### config.mk
export PLATFORM = sky130hd
export DESIGN_NAME = lsu
export DESIGN_NICKNAME = d
export VERILOG_FILES = /design/src/rtl/lsu.sv
export SDC_FILE = /design/constraint.sdc
export NUM_CORES = 1
export LEC_CHECK = 0
export CORE_UTILIZATION = 30
export DETAILED_ROUTE_END_ITERATION = 7
export PLACE_DENSITY = 0.62
export REMOVE_ABC_BUFFERS = 1
export SYNTH_ARGS = -nofsm -noshare
export SYNTH_HDL_FRONTEND = slang
export SYNTH_SLANG_ARGS = --single-unit
### constraint.sdc
create_clock -name clk -period 2.7 [get_ports clk]
set_input_delay 0.54 -clock clk [delete_from_list [all_inputs] [get_ports clk]]
set_output_delay 0.54 -clock clk [all_outputs]
set_load 0.05 [all_outputs]
### src/rtl/lsu.sv
// RV32I load/store unit in front of a word-wide synchronous RAM.
// Sub-word stores use read-modify-write. Loads are lane-extracted and then sign- or zero-extended.
module lsu #(
  parameter int RAM_SIZE = 1024
) (
  input  logic        clk,
  input  logic        rstn,
  input  logic        req,
  input  logic        we,
  input  logic [2:0]  funct3,
  input  logic [31:0] addr,
  input  logic [31:0] wd,
  output logic        ready,
  output logic        done,
  output logic        err,
  output logic [31:0] rdata,
  output logic        ram_we,
  output logic [31:0] ram_addr,
  output logic [31:0] ram_wd,
  input  logic [31:0] ram_rd
);

  localparam logic [2:0]  F3_B  = 3'b000;
  localparam logic [2:0]  F3_H  = 3'b001;
  localparam logic [2:0]  F3_W  = 3'b010;
  localparam logic [2:0]  F3_BU = 3'b100;
  localparam logic [2:0]  F3_HU = 3'b101;
  localparam logic [31:0] LP_WORDS = 32'(RAM_SIZE);

  typedef enum logic [2:0] {
    S_IDLE,
    S_LOAD,
    S_RMW,
    S_WRITE,
    S_RESP
  } state_t;

  state_t      r_state;
  logic [2:0]  r_funct3;
  logic [31:0] r_addr;
  logic [31:0] r_wd;

  logic        w_illegal;
  logic [4:0]  w_shift;
  logic [31:0] w_lane;
  logic [31:0] w_load_val;
  logic [31:0] w_mask;
  logic [31:0] w_merged;

  // Rejects any request that must not touch the RAM.
  function automatic logic is_illegal(input logic st, input logic [2:0] f3,
                                      input logic [31:0] a);
    logic bad_f3;
    logic misalign;
    logic out_of_range;
    case (f3)
      F3_B, F3_H, F3_W: bad_f3 = 1'b0;
      F3_BU, F3_HU:     bad_f3 = st;
      default:          bad_f3 = 1'b1;
    endcase
    misalign     = ((f3 == F3_H || f3 == F3_HU) && a[0]) ||
                   (f3 == F3_W && a[1:0] != 2'b00);
    out_of_range = {2'b00, a[31:2]} >= LP_WORDS;
    return bad_f3 || misalign || out_of_range;
  endfunction

  assign ready    = (r_state == S_IDLE);
  assign ram_we   = (r_state == S_WRITE);
  assign ram_addr = ready ? addr : r_addr;
  assign ram_wd   = r_wd;

  assign w_illegal = is_illegal(we, funct3, addr);
  assign w_shift   = {r_addr[1:0], 3'b000};
  assign w_lane    = ram_rd >> w_shift;

  // NOTE: every output of a combinational block gets a default first; a path
  // that leaves one unassigned infers a latch.
  always_comb begin
    w_load_val = ram_rd;
    case (r_funct3)
      F3_B:    w_load_val = {{24{w_lane[7]}}, w_lane[7:0]};
      F3_H:    w_load_val = {{16{w_lane[15]}}, w_lane[15:0]};
      F3_BU:   w_load_val = {24'h0, w_lane[7:0]};
      F3_HU:   w_load_val = {16'h0, w_lane[15:0]};
      default: w_load_val = ram_rd;
    endcase
  end

  // The byte or halfword store lane is shifted into place. All bytes outside the lane keep the old RAM contents.
  assign w_mask   = ((r_funct3 == F3_B) ? 32'h0000_00FF : 32'h0000_FFFF) << w_shift;
  assign w_merged = (ram_rd & ~w_mask) | ((r_wd << w_shift) & w_mask);

  // NOTE: state is updated with non-blocking assignments so every register
  // samples pre-edge values regardless of statement order.
  always_ff @(posedge clk or negedge rstn) begin
    if (!rstn) begin
      r_state  <= S_IDLE;
      r_funct3 <= 3'b000;
      r_addr   <= 32'h0;
      r_wd     <= 32'h0;
      done     <= 1'b0;
      err      <= 1'b0;
      rdata    <= 32'h0;
    end else begin
      done <= 1'b0;
      err  <= 1'b0;
      unique case (r_state)
        S_IDLE: begin
          if (req) begin
            r_funct3 <= funct3;
            r_addr   <= addr;
            r_wd     <= wd;
            if (w_illegal) begin
              r_state <= S_RESP;
              done    <= 1'b1;
              err     <= 1'b1;
            end else if (!we) begin
              r_state <= S_LOAD;
            end else if (funct3 == F3_W) begin
              r_state <= S_WRITE;
            end else begin
              r_state <= S_RMW;
            end
          end
        end
        S_LOAD: begin
          rdata   <= w_load_val;
          done    <= 1'b1;
          r_state <= S_RESP;
        end
        S_RMW: begin
          r_wd    <= w_merged;
          r_state <= S_WRITE;
        end
        S_WRITE: begin
          done    <= 1'b1;
          r_state <= S_RESP;
        end
        S_RESP:  r_state <= S_IDLE;
        default: r_state <= S_IDLE;
      endcase
    end
  end

endmodule
==> flow_summary_export.csv <==
group,metric,value,unit
run_status,outcome,"finished with violations",
run_status,violations,"design-rule violations",
synth,ys_ff_latch,104,
sta,setup_slack,0.222,ns
synth,yosysTopAreaCellShare,0.468,
sta,rsz0062_at_grt,"false",
synth,synth_cells,588,
route,route.vias.total,5368,
sta,setup_viol,0,
placement,portBuffers,202,
pwr,finalPower,4860,uW
sta,period_needed,2.48,ns
setup_path,critPathLaunch,"r_addr[1]",
global_route,grt_pass1_wl,31.3,mm
pwr,ir_drop,0.000329,V
placement,hpwl,14.2,mm
route,final_antenna_net_count,0,
sta,hold_violations,0,
pwr,p_leak,0.00355,uW
clocking,cts_sinks,104,
die,die_area,19100,um2
clocking,cts_htree_levels,3,
cells_and_area,drive_above_1_share,0.172,
clocking,clk_latency,0.36,ns
route,drt-total-wl,20.2,mm
die,core,18100,um2
die,ios,203,
global_route,grt_pass1_vias,5354,
clocking,post_cts_buffers,0,
synth,ys_warn_count,0,
setup_path,critPathKind,"reg -> out",
synth,postSynth.asyncResetShare,1.00,
synth,synth_edf_count,0,
route,first_pass_iters,7,
route,drcViolationCount,38,
die,die_w,138,um
route,vias_per_cell,5.28,
sta,finClkSkew,0.0102,ns
synth,synth_area_leader_cell,"dfrtp_1",
synth,avgSynthCellArea,9.46,um2
placement,gp_congestion,0.802,
global_route,grtUsageTotal,0.214,
setup_path,start_kind,"flip-flop",
clocking,path_clk_slew,0.07,ns
pwr,power.density,591,nW/um2
die,fp-row-count,49,
cells_and_area,finalNetCount,886,
route,wire_per_inst,19.8,um
route,dr.first_iter.drc_count,450,
hold_path,hp-class,"in -> async",
clocking,root_buffer,"clkbuf_16",
setup_path,setup.worst_path.end_class,"output pin",
die,start_util,0.308,
synth,synth-seq-area-share,0.468,
setup_path,critPathMaxFanout,15,
clocking,cts_buffers,9,
die,die_y,138,um
sta,fin_crit_sh,0.918,
synth,synth_ff_type,"dfrtp_1",
run,maxCapViolations,0,
synth,synthTopCellsByCount,"158 x nand2_1, 104 x dfrtp_1, 38 x mux2_2",
clocking,clockBufferDepth,2,
synth,netlist_area,5560,um2
clocking,cts_tree,"built",
setup_path,r2r_start,"r_addr[0]",
global_route,grt_max_degree,66,
sta,max_freq,0.404,GHz
sta,final.setup.tns,0,ns
sta,timing.max_slew.rel_slack,0.293,
sta,slew_viol_final,0,
synth,yosysUniqueCellTypes,44,
sta,tightestPinTransition,1.06,ns
cells_and_area,num-fill-cells,1733,
cells_and_area,antennaDiodeCount,0,
global_route,grt-ovfl-total,0,
global_route,grt_antenna_before_repair,0,
cells_and_area,syn_to_final_growth,47.9,%
setup_path,arrival,1.94,ns
setup_path,cp.required,2.16,ns
setup_path,r2r_slack,0.51,ns
synth,synth_area_leaders,"dfrtp_1 47%, nand2_1 11%, mux2_2 7.7%, mux2i_1 3.4%, a22oi_1 3.4%",
synth,yosysMostFrequentCell,"nand2_1",
placement,place_ws,0.195,ns
worst paths after layout:
| check | end | cells after the start |
|---|---|---|
| setup / recovery | ram_addr[1] | 3 |
| hold / removal | ram_wd[14] | 1 |
| setup reg to reg | flip-flop | 5 |
| hold reg to reg | r_addr[30] | 2 |
| max in group asynchronous | r_addr[16] | 2 |
| min in group clk | r_addr[30] | 2 |
final cells by class:
| cell class | instances | area [um2] | area share |
|---|---|---|---|
| multi-input cells | 433 | 2760 | 0.336 |
| flip-flops and latches | 104 | 2600 | 0.316 |
| repair buffers | 231 | 2230 | 0.271 |
| well taps | 229 | 287 | 0.0348 |
| clock buffers | 11 | 253 | 0.0307 |
| clock inverters | 4 | 77.6 | 0.00943 |
| inverters | 4 | 15.0 | 0.00183 |
layout by cell type (no fill, tap or decap), types with 6 or more instances in the layout:
master / n
dfrtp_1: 104
a22oi_1: 25
buf_4: 57
nand3_1: 31
a311o_1: 8
nor3b_1: 8
clkdlybuf4s50_1: 167
mux2i_1: 19
o2bb2ai_1: 7
o22ai_1: 7
nand3_2: 10
o21ai_0: 15
mux2_2: 38
nor2_1: 23
a222oi_1: 8
clkbuf_16: 9
a22o_1: 8
o211ai_1: 8
a2bb2oi_1: 7
buf_12: 6
a21oi_1: 6
a211oi_1: 9
o31ai_1: 7
nand2_1: 158
power by group:
group	switching, uW	leakage (uW)	internal (uW)
Combinational	957	0.00218	620
Sequential	113	0.00121	1690
Clock	614	0.000162	863
Total	1680	0.00355	3170
critical path: stages (launching register included):
cell,delay (ns)
dfrtp_1,0.68
inv_1,0.33
o21ai_0,0.38
buf_12,0.19
per-stage QoR:
stage	area, um2	std cells	utilization	hold slack [ns]
2_1_floorplan	5350	541	-	0.244
3_3_place_gp	7890	1001	0.436	0.454
3_5_place_dp	7890	1001	0.436	0.461
4_1_cts	8220	1016	0.455	0.133
5_1_grt	8230	1016	0.455	0.144
6_report	8230	1016	0.455	0.122
per-layer routing:
metal | track usage | wire [um] | part of all wire
met5 | 0 | 0 | 0
met4 | 0.0934 | 589 | 0.029
met3 | 0.0651 | 1890 | 0.094
met2 | 0.318 | 8820 | 0.44
met1 | 0.287 | 8850 | 0.44
logic make-up after synthesis:
logic type,after synthesis,share of synthesized area
simple gates,253,0.208
compound gates,122,0.168
flops,104,0.468
mux,58,0.115
buf+inv,51,0.0411
timing repair:
| action | 4_1_cts | 5_1_grt |
|---|---|---|
| resized for setup | 0 | 1 |
| endpoints found under the setup margin | 0 | 1 |
| hold buffers | 0 | 0 |
No activity file was read; power rests on OpenSTA's default activity.
